===== config.mk =====
export PLATFORM = sky130hd
export DESIGN_NAME = alu_iter_unit_flat
export DESIGN_NICKNAME = d
export VERILOG_FILES = /design/src/rtl/alu_iter_if.sv /design/src/rtl/alu_iter_unit.sv /design/src/flat_wrapper.sv
export SDC_FILE = /design/constraint.sdc
export NUM_CORES = 1
export LEC_CHECK = 0
export BUFFER_PORTS_ARGS = -buffer_cell sky130_fd_sc_hd__buf_2
export CORE_MARGIN = 2
export CORE_UTILIZATION = 40
export CTS_CLUSTER_SIZE = 30
export DETAILED_ROUTE_END_ITERATION = 10
export SLEW_MARGIN = 20
export SYNTH_ARGS = -nofsm -noshare
export SYNTH_HDL_FRONTEND = slang
export SYNTH_SLANG_ARGS = --single-unit

===== constraint.sdc =====
create_clock -name clk -period 6.1 [get_ports clk]
set_input_delay 0.61 -clock clk [delete_from_list [all_inputs] [get_ports clk]]
set_output_delay 0.61 -clock clk [all_outputs]
set_load 0.02 [all_outputs]

===== src/rtl/alu_iter_if.sv =====
// alu_iter_if
//   Handshake bundle between the decode/operand-read stage (master) and
//   alu_iter_unit (slave).
//   Issue side  : in_valid/in_ready with instr, rs1_val, rs2_val, imm.
//   Result side : out_valid/out_ready with result and illegal.
//   Parameter XLEN sets the operand/result width.
interface alu_iter_if #(
    parameter int XLEN = 32
);
    logic            in_valid;
    logic            in_ready;
    logic [31:0]     instr;
    logic [XLEN-1:0] rs1_val;
    logic [XLEN-1:0] rs2_val;
    logic [XLEN-1:0] imm;
    logic            out_valid;
    logic            out_ready;
    logic [XLEN-1:0] result;
    logic            illegal;

    modport master (
        output in_valid, instr, rs1_val, rs2_val, imm, out_ready,
        input  in_ready, out_valid, result, illegal
    );

    modport slave (
        input  in_valid, instr, rs1_val, rs2_val, imm, out_ready,
        output in_ready, out_valid, result, illegal
    );
endinterface


===== src/rtl/alu_iter_unit.sv =====
// alu_iter_unit
//   Handshaked RV32I OP / OP-IMM execute unit, one instruction in flight.
//   Ports:
//     clk  : clock, rising edge
//     rst  : asynchronous active-high reset
//     bus  : alu_iter_if.slave (issue handshake + operands, result handshake)
//   Parameters:
//     XLEN       : datapath width (power of two, >= 8)
//     SHIFT_STEP : bits shifted per cycle in iterative mode (power of two, 1..XLEN/2)
//   Build option:
//     ALU_ITER_SHIFT_EN defined   -> shifts iterate in the SHIFT state
//     ALU_ITER_SHIFT_EN undefined -> barrel shifter, single-cycle for everything
//
//   state | meaning
//   IDLE  | waiting for an instruction, in_ready=1
//   SHIFT | iterative shift in progress, SHIFT_STEP bits per cycle
//   DONE  | result/illegal held with out_valid=1 until out_ready
module alu_iter_unit #(
    parameter int XLEN       = 32,
    parameter int SHIFT_STEP = 1
) (
    input  logic     clk,
    input  logic     rst,
    alu_iter_if.slave bus
);
    localparam int SW = $clog2(XLEN);
    localparam logic [6:0] OPC_OP  = 7'b0110011;
    localparam logic [6:0] OPC_IMM = 7'b0010011;

    if (XLEN < 8 || (XLEN & (XLEN - 1)) != 0) begin : g_bad_xlen
        $error("alu_iter_unit: XLEN must be a power of two >= 8");
    end
    if (SHIFT_STEP < 1 || SHIFT_STEP > XLEN / 2 || (SHIFT_STEP & (SHIFT_STEP - 1)) != 0) begin : g_bad_step
        $error("alu_iter_unit: SHIFT_STEP must be a power of two in 1..XLEN/2");
    end

    typedef enum logic [1:0] {S_IDLE, S_SHIFT, S_DONE} state_t;

    state_t          r_state, w_next;
    logic [XLEN-1:0] r_result;
    logic            r_illegal;

    logic [6:0]      w_opcode, w_funct7;
    logic [2:0]      w_funct3;
    logic            w_b30, w_is_op, w_is_imm, w_legal;
    logic [XLEN-1:0] w_a, w_b, w_alu;
    logic [SW-1:0]   w_shamt;
    logic            w_in_ready, w_out_valid, w_accept;
    logic            w_go_shift, w_last;

    // Register-address fields play no part in execution.
    logic w_unused_fields;
    assign w_unused_fields = &{1'b0, bus.instr[24:15], bus.instr[11:7]};

    assign w_opcode = bus.instr[6:0];
    assign w_funct3 = bus.instr[14:12];
    assign w_funct7 = bus.instr[31:25];
    assign w_b30    = bus.instr[30];
    assign w_is_op  = (w_opcode == OPC_OP);
    assign w_is_imm = (w_opcode == OPC_IMM);
    assign w_a      = bus.rs1_val;
    assign w_b      = w_is_op ? bus.rs2_val : bus.imm;
    assign w_shamt  = w_b[SW-1:0];

    always_comb begin
        w_legal = 1'b0;
        if (w_is_op) begin
            w_legal = (w_funct7 == 7'b0000000) ||
                      (w_funct7 == 7'b0100000 && (w_funct3 == 3'b000 || w_funct3 == 3'b101));
        end else if (w_is_imm) begin
            case (w_funct3)
                3'b001:  w_legal = (w_funct7 == 7'b0000000);
                3'b101:  w_legal = (w_funct7 == 7'b0000000) || (w_funct7 == 7'b0100000);
                default: w_legal = 1'b1;
            endcase
        end
    end

    // In the iterative build the shift cases only cover shamt=0 (result = rs1);
    // nonzero amounts are produced by the SHIFT state.
    always_comb begin
        w_alu = '0;
        case (w_funct3)
            3'b000:  w_alu = (w_is_op && w_b30) ? (w_a - w_b) : (w_a + w_b);
            3'b010:  w_alu = {{(XLEN-1){1'b0}}, ($signed(w_a) < $signed(w_b))};
            3'b011:  w_alu = {{(XLEN-1){1'b0}}, (w_a < w_b)};
            3'b100:  w_alu = w_a ^ w_b;
            3'b110:  w_alu = w_a | w_b;
            3'b111:  w_alu = w_a & w_b;
`ifdef ALU_ITER_SHIFT_EN
            3'b001:  w_alu = w_a;
            3'b101:  w_alu = w_a;
`else
            3'b001:  w_alu = w_a << w_shamt;
            3'b101: begin
                if (w_b30) w_alu = $signed(w_a) >>> w_shamt;
                else       w_alu = w_a >> w_shamt;
            end
`endif
            default: w_alu = '0;
        endcase
        if (!w_legal) w_alu = '0;
    end

`ifdef ALU_ITER_SHIFT_EN
    localparam logic [SW-1:0] STEP = SW'(SHIFT_STEP);

    logic [XLEN-1:0] r_work, w_work_sh;
    logic [SW-1:0]   r_cnt, w_step;
    logic            r_left, r_arith;

    assign w_go_shift = w_legal && (w_funct3 == 3'b001 || w_funct3 == 3'b101) && (w_shamt != '0);
    assign w_step     = (r_cnt > STEP) ? STEP : r_cnt;
    assign w_last     = (r_cnt == w_step);

    always_comb begin
        w_work_sh = r_work >> w_step;
        if (r_left)       w_work_sh = r_work << w_step;
        else if (r_arith) w_work_sh = $signed(r_work) >>> w_step;
    end

    always_ff @(posedge clk or posedge rst) begin
        if (rst) begin
            r_work  <= '0;
            r_cnt   <= '0;
            r_left  <= 1'b0;
            r_arith <= 1'b0;
        end else if (w_accept && w_go_shift) begin
            r_work  <= w_a;
            r_cnt   <= w_shamt;
            r_left  <= (w_funct3 == 3'b001);
            r_arith <= w_b30;
        end else if (r_state == S_SHIFT) begin
            r_work  <= w_work_sh;
            r_cnt   <= r_cnt - w_step;
        end
    end
`else
    assign w_go_shift = 1'b0;
    assign w_last     = 1'b1;
`endif

    always_comb begin
        w_next      = r_state;
        w_in_ready  = 1'b0;
        w_out_valid = 1'b0;
        w_accept    = 1'b0;
        case (r_state)
            S_IDLE:  w_in_ready = 1'b1;
            S_SHIFT: if (w_last) w_next = S_DONE;
            S_DONE: begin
                w_out_valid = 1'b1;
                if (bus.out_ready) begin
                    w_in_ready = 1'b1;
                    w_next     = S_IDLE;
                end
            end
            default: w_next = S_IDLE;
        endcase
        if (w_in_ready && bus.in_valid) begin
            w_accept = 1'b1;
            w_next   = w_go_shift ? S_SHIFT : S_DONE;
        end
    end

    always_ff @(posedge clk or posedge rst) begin
        if (rst) begin
            r_state   <= S_IDLE;
            r_result  <= '0;
            r_illegal <= 1'b0;
        end else begin
            r_state <= w_next;
            if (w_accept) begin
                r_result  <= w_alu;
                r_illegal <= !w_legal;
            end
`ifdef ALU_ITER_SHIFT_EN
            else if (r_state == S_SHIFT && w_last) begin
                r_result <= w_work_sh;
            end
`endif
        end
    end

    assign bus.in_ready  = w_in_ready;
    assign bus.out_valid = w_out_valid;
    assign bus.result    = r_result;
    assign bus.illegal   = r_illegal;
endmodule

===== src/flat_wrapper.sv =====
// flat-port wrapper written by rule: the top's interface ports become plain ports
module alu_iter_unit_flat 
#(
    parameter int XLEN       = 32,
    parameter int SHIFT_STEP = 1
)
  (clk, rst, bus_in_valid, bus_instr, bus_rs1_val, bus_rs2_val, bus_imm, bus_out_ready, bus_in_ready, bus_out_valid, bus_result, bus_illegal);
  alu_iter_if #(.XLEN(XLEN)) bus_i ();
  input  logic clk;
  input  logic rst;
  input wire logic [$bits(bus_i.in_valid)-1:0] bus_in_valid;
  input wire logic [$bits(bus_i.instr)-1:0] bus_instr;
  input wire logic [$bits(bus_i.rs1_val)-1:0] bus_rs1_val;
  input wire logic [$bits(bus_i.rs2_val)-1:0] bus_rs2_val;
  input wire logic [$bits(bus_i.imm)-1:0] bus_imm;
  input wire logic [$bits(bus_i.out_ready)-1:0] bus_out_ready;
  output wire logic [$bits(bus_i.in_ready)-1:0] bus_in_ready;
  output wire logic [$bits(bus_i.out_valid)-1:0] bus_out_valid;
  output wire logic [$bits(bus_i.result)-1:0] bus_result;
  output wire logic [$bits(bus_i.illegal)-1:0] bus_illegal;
  assign bus_i.in_valid = bus_in_valid;
  assign bus_i.instr = bus_instr;
  assign bus_i.rs1_val = bus_rs1_val;
  assign bus_i.rs2_val = bus_rs2_val;
  assign bus_i.imm = bus_imm;
  assign bus_i.out_ready = bus_out_ready;
  assign bus_in_ready = bus_i.in_ready;
  assign bus_out_valid = bus_i.out_valid;
  assign bus_result = bus_i.result;
  assign bus_illegal = bus_i.illegal;
  alu_iter_unit #(.XLEN(XLEN), .SHIFT_STEP(SHIFT_STEP)) u_core (.clk(clk), .rst(rst), .bus(bus_i));
endmodule

==> metrics.cfg, run 1 <==
[synthesis]
synth.most_common_cell = nand2_1
synth_compound_area_frac = 0.417
synthDistinctLibCells = 91
syn_nets = 2021
synth_common_cells = nand2_1, a21oi_1, nor2_1
async_reset_ff_frac = 1.00
yosys_warnings = 0
synth_largest_area_cell = ha_1
syn_area_per_cell_um2 = 6.38
synth_flop_cell = dfrtp_1
post_synth_xor_area_fraction = 0.0191
synthMuxAreaShare = 0.0621
synth-simple-area-share = 0.242
syn_area_um2 = 11500
ys_seq_area_frac = 0.0742
synth-edff-count = 0
synth_top_area_share = 0.0993
syn_inst = 1797
ys_ff_latch = 34
synth_fa_ha_area_frac = 0.101
synthTopCellsByArea = ha_1, nand2_1, a21oi_1
synth_top_family_by_area = compound AO/OA/AOI/OAI gates

[sta]
whs_ps = 430
rsz0062_at_grt = false
setup_violations = 0
tightestPinTransition_ps = 1170
fin_skew_ps = 9.06
fin_crit_sh = 0.857
slew_headroom = 0.219
hold_viol = 0
finalSetupTns_ps = 0
slew_viol_final = 0
layout_min_cycle_time_ps = 5230
max_freq_mhz = 191

[worst_setup_path]
worstPathRequired_ps = 6290
reg2reg_depth = 11
cp_cell_sequence = buf_2 > or4b_1 > nor2_4 > nand2_1 > nand2_1 > inv_1 > ha_1 > inv_1 > a21oi_1 > o31ai_1 > a221o_1 > a221oi_1 > a21oi_1 > o31ai_1 > a21oi_1 > xnor2_1 > a221o_1
cp-end-kind = register
worst-setup-path-type = input pin to register
path_max_fanout = 9
reg2reg_slack_ps = 3080
cp_slowest_stage_delay_ps = 640
arrival_ps = 5420
cp_common_cell = a21oi_1
startpoint_type = input pin
cp_slowest_cell = o31ai_1

[clock_network]
holdBufCountCts = 0
root_buffer = clkbuf_16
cts_tree = yes
cts_resized = 0
clock_latency_ps = 300
htree_levels = 2
cts_buffers = 5
clk_pin_slew_ps = 60
post-cts-setup-buffers = 0
cts_sinks = 34
clockBufferDepth = 2

[placement]
hpwl_mm = 52.2
port_buffers = 151
gp_congestion = 1.05

[grt]
grt_pass1_vias = 13900
grt_pass1_wl_mm = 95.9
track_usage = 0.425
antenna_found_initial = 4
grt_max_degree = 67
grt_remaining_overflow = 0

[routing]
drtPass1Iterations = 9
vias = 15600
detail_route.wirelength_mm = 66.7
first_iter_violations = 2570
final_antenna_net_count = 0
wl_per_cell_um = 29.8
drc_errors = 0
vias_per_cell = 6.96

[die]
ios = 167
die-area_um2 = 30000
start_util = 0.409
row_count = 61
core_um2 = 28000
die_height_um = 173
fp.dieW_um = 173

[status]
outcome = complete, no violations

[min_path]
min_path_type = input pin to async pin

[power]
switching_share = 0.541
p_switching_uw = 897
p_int_uw = 763
ir_worst_vdd_mv = 0.101
pwr-share-seq = 0.137
clockPowerShare = 0.187
power.leakage_nw = 5.50
p_comb_frac = 0.676
power_density_nw_per_um2 = 131

[final_layout]
syn2layout_area_growth_pct = 10.6
nNetsFinal = 2083
layout-drive-gt1-share = 0.137

[job]
cap_violations = 0

placed cells by master, fill, tap and decap left out, types with 41 or more instances in the layout:
| cell type | n |
|---|---|
| o211ai_1 | 43 |
| a21oi_1 | 189 |
| inv_1 | 100 |
| nor2_1 | 161 |
| nand2_1 | 266 |
| o21ai_0 | 127 |
| buf_4 | 44 |
| mux2i_1 | 45 |
| ha_1 | 91 |
| buf_2 | 151 |
| nand3_1 | 41 |
| a211oi_1 | 58 |
logic make-up (layout without fill, tap and decap cells):
logic type	count (synthesis)	after routing
buf+inv	245	307
other cells	0	1
simple gates	623	623
fa+ha+maj	92	92
compound gates	715	715
mux	63	63
xor+xnor	25	25
flops	34	34
power by group through the flow:
stage / combinational (mW) / sequential [mW] / clock, mW
floorplan: 0.649 / 0.232 / 0
global placement: 1.06 / 0.231 / 0
detailed placement: 1.06 / 0.231 / 0
CTS: 1.06 / 0.227 / 0.310
global route: 1.17 / 0.227 / 0.320
finish: 1.12 / 0.227 / 0.311
registers in the layout, summed over array words and instances (netlist names):
register,flops
u_core.bus.result,32
u_core.r_state,1
u_core.bus.illegal,1
worst max-delay path: cells and delay by family:
family / cells / cell delay [ps]
AO/OA/AOI/OAI: 8 / 2670
XOR/XNOR: 1 / 180
adder cells (fa/ha/maj): 1 / 440
buffers and inverters: 3 / 400
AND/OR/NAND/NOR: 4 / 1100
path summary, 6_finish.rpt:
kind | startpoint | endpoint
min in group clk | u_core.bus.result[29] | u_core.bus.result[29]
max in group asynchronous | rst | u_core.bus.result[24]
setup / recovery | bus_instr[3] | u_core.bus.result[27]
setup reg to reg | u_core.r_state[1] | u_core.bus.result[0]
hold / removal | rst | u_core.bus.result[27]
hold reg to reg | u_core.bus.result[29] | u_core.bus.result[29]
area by class of cell:
| class | instances | area [um2] |
|---|---|---|
| clock buffers | 6 | 139 |
| inverters | 105 | 400 |
| well taps | 378 | 473 |
| multi-input cells | 1518 | 9700 |
| repair buffers | 195 | 1090 |
| fillers | 3012 | 15300 |
| diodes | 1 | 2.50 |
| clock inverters | 1 | 30.0 |
| flip-flops and latches | 34 | 851 |
metrics by stage:
| stage | power, mW | instances | utilization | setup WS, ps | instance area (um2) |
|---|---|---|---|---|---|
| after global routing | 1.72 | 2237 | 0.453 | 791 | 12700 |
| after detailed placement | 1.29 | 2230 | 0.447 | 788 | 12500 |
| after global placement | 1.29 | 2230 | 0.447 | 873 | 12500 |
| final | 1.66 | 2238 | 0.453 | 871 | 12700 |
| after CTS | 1.60 | 2237 | 0.453 | 1090 | 12700 |
| after floorplan | 0.881 | 1797 | - | 1380 | 11500 |
metal layers:
metal,vias up,track usage,part of all wire
met5,-,0,0
met4,0,0.231,0.066
met3,219,0.109,0.14
met2,1248,0.615,0.40
met1,7328,0.572,0.39
li1,6787,-,-
Power figures use the tool's default switching activity.
==> run 2, diff against run 1 <==
--- a/config.mk
+++ b/config.mk
@@ -6,6 +6,7 @@
 export NUM_CORES = 1
 export LEC_CHECK = 0
 export BUFFER_PORTS_ARGS = -buffer_cell sky130_fd_sc_hd__buf_2
+export CORE_ASPECT_RATIO = 1.1
 export CORE_MARGIN = 2
 export CORE_UTILIZATION = 40
 export CTS_CLUSTER_SIZE = 30
==> run 2 against run 1 <==
Net effect: setup slack better by 84 ps; maximum frequency up 1.6%; clock skew up 4.3 ps; design area down 0.16%; utilization down 0.79 points; combinational power about the same; critical path depth unchanged; sequential share of layout area about the same; die area about the same; total power down 2.2%; via count down 1.1%; critical endpoint unchanged.
==> metrics.cfg, run 2 (synthesis gave the netlist of run 1 again) <==
[status]
outcome = complete, no violations

[worst_setup_path]
reg2reg_slack_ps = 3250
path_max_fanout = 9
worst-setup-path-type = input pin to register
startpoint_type = input pin
reg2reg_depth = 11
cp-end-kind = register
worstPathRequired_ps = 6290
r2r-end = u_core.bus.result[30]
r2r-start = u_core.r_state[1]
endpoint = u_core.bus.result[27]
arrival_ps = 5340
startpoint = bus_instr[3]

[clock_network]
post-cts-setup-buffers = 0
holdBufCountCts = 0
htree_levels = 2
clock_latency_ps = 300
root_buffer = clkbuf_16
cts_resized = 0
cts_sinks = 34
clk_pin_slew_ps = 70
cts_tree = yes
clockBufferDepth = 2
cts_buffers = 5

[placement]
pre_cts_ws_ps = 890
dpl.cell_count = 2219
hpwl_mm = 52.9
port_buffers = 151
gp_congestion = 1.06

[routing]
wl_per_cell_um = 30.6
wl_met3_mm = 7.99
wl_met2_mm = 28.0
final_antenna_net_count = 0
drtPass1Iterations = 6
top_layer_used = met4
detail_route.wirelength_mm = 68.1
met1Wirelength_mm = 26.9
drc_errors = 0
first_iter_violations = 2466
vias = 15400
vias_per_cell = 6.92

[final_layout]
layout_common_cells = nand2_1, a21oi_1, nor2_1
syn2layout_area_growth_pct = 10.4
largest_reg_flops = 32
stdcell_count = 2229
layout_commonest_cell = nand2_1
nNetsFinal = 2082
fillers = 3124
layout-drive-gt1-share = 0.137

[sta]
rsz0062_at_grt = false
slew_headroom = 0.360
fin_crit_sh = 0.844
slew_viol_final = 0
finalSetupTns_ps = 0
layout_min_cycle_time_ps = 5150
max_freq_mhz = 194
setup_violations = 0
worst_slack_ps = 955
fin_skew_ps = 13.3
tightestPinTransition_ps = 958
hold_viol = 0

[grt]
grt_remaining_overflow = 0
grt_max_degree = 67
antenna_found_initial = 2
grt_pass1_vias = 14000
grt_pass1_wl_mm = 97.0
track_usage = 0.442

[die]
die-area_um2 = 30000
core_um2 = 28500
fp.dieW_um = 165
ios = 167
die_height_um = 182
row_count = 65
start_util = 0.403

[power]
power_density_nw_per_um2 = 128
power.leakage_nw = 5.49
ir_worst_vdd_mv = 0.146

[min_path]
min_path_type = input pin to async pin

[job]
cap_violations = 0

[run 2: where the power goes]
part | total, mW | switching, mW | internal (mW)
logic | 1.12 | 0.785 | 0.333
registers | 0.227 | 0.000695 | 0.227
clock network | 0.278 | 0.115 | 0.162
total | 1.62 | 0.901 | 0.722
[run 2: area by class of cell]
type	count	area [um2]	area share
multi-input cells	1518	9710	0.767
well taps	368	460	0.0364
clock inverters	1	5.00	0.000395
repair buffers	194	1090	0.0862
diodes	2	5.00	0.000395
clock buffers	7	143	0.0113
inverters	105	400	0.0316
flip-flops and latches	34	851	0.0672
[run 2: how the worst min path moves through the flow]
stage / slack (ps) / cells after the start / from / end
after global routing: 490 / 3 / rst / u_core.bus.result[27]
after floorplan: 590 / 2 / u_core.bus.result[11] / u_core.bus.result[11]
after CTS: 440 / 3 / rst / u_core.bus.result[27]
after global placement: 460 / 1 / u_core.bus.result[13] / u_core.bus.result[13]
after detailed placement: 470 / 1 / u_core.bus.result[12] / u_core.bus.result[12]
final: 440 / 3 / rst / u_core.bus.result[26]
[run 2: per-layer routing]
metal	vias to the layer above	track usage
li1	6796	-
met1	7297	0.596
met2	1120	0.645
met3	204	0.0825
met4	0	0.270
met5	-	0
[run 2: worst max-delay path, cell delays in order]
cell and delay (ps):
buf_2 120, or4b_1 600, nor2_4 330, nand2_1 90
nand2_1 90, inv_1 60, ha_1 450, inv_1 230
a21oi_1 320, o31ai_1 130, a221o_1 320, a221oi_1 440
a21oi_1 230, o31ai_1 630, a21oi_1 190, xnor2_1 170
a221o_1 320
[run 2: through the flow]
| step | utilization | hold slack (ps) | cell area [um2] | power (mW) |
|---|---|---|---|---|
| final | 0.445 | 440 | 12700 | 1.62 |
| after global placement | 0.439 | 456 | 12500 | 1.29 |
| after detailed placement | 0.439 | 466 | 12500 | 1.29 |
| after floorplan | - | 590 | 11500 | 0.881 |
| after global routing | 0.445 | 488 | 12700 | 1.68 |
| after CTS | 0.444 | 443 | 12700 | 1.57 |
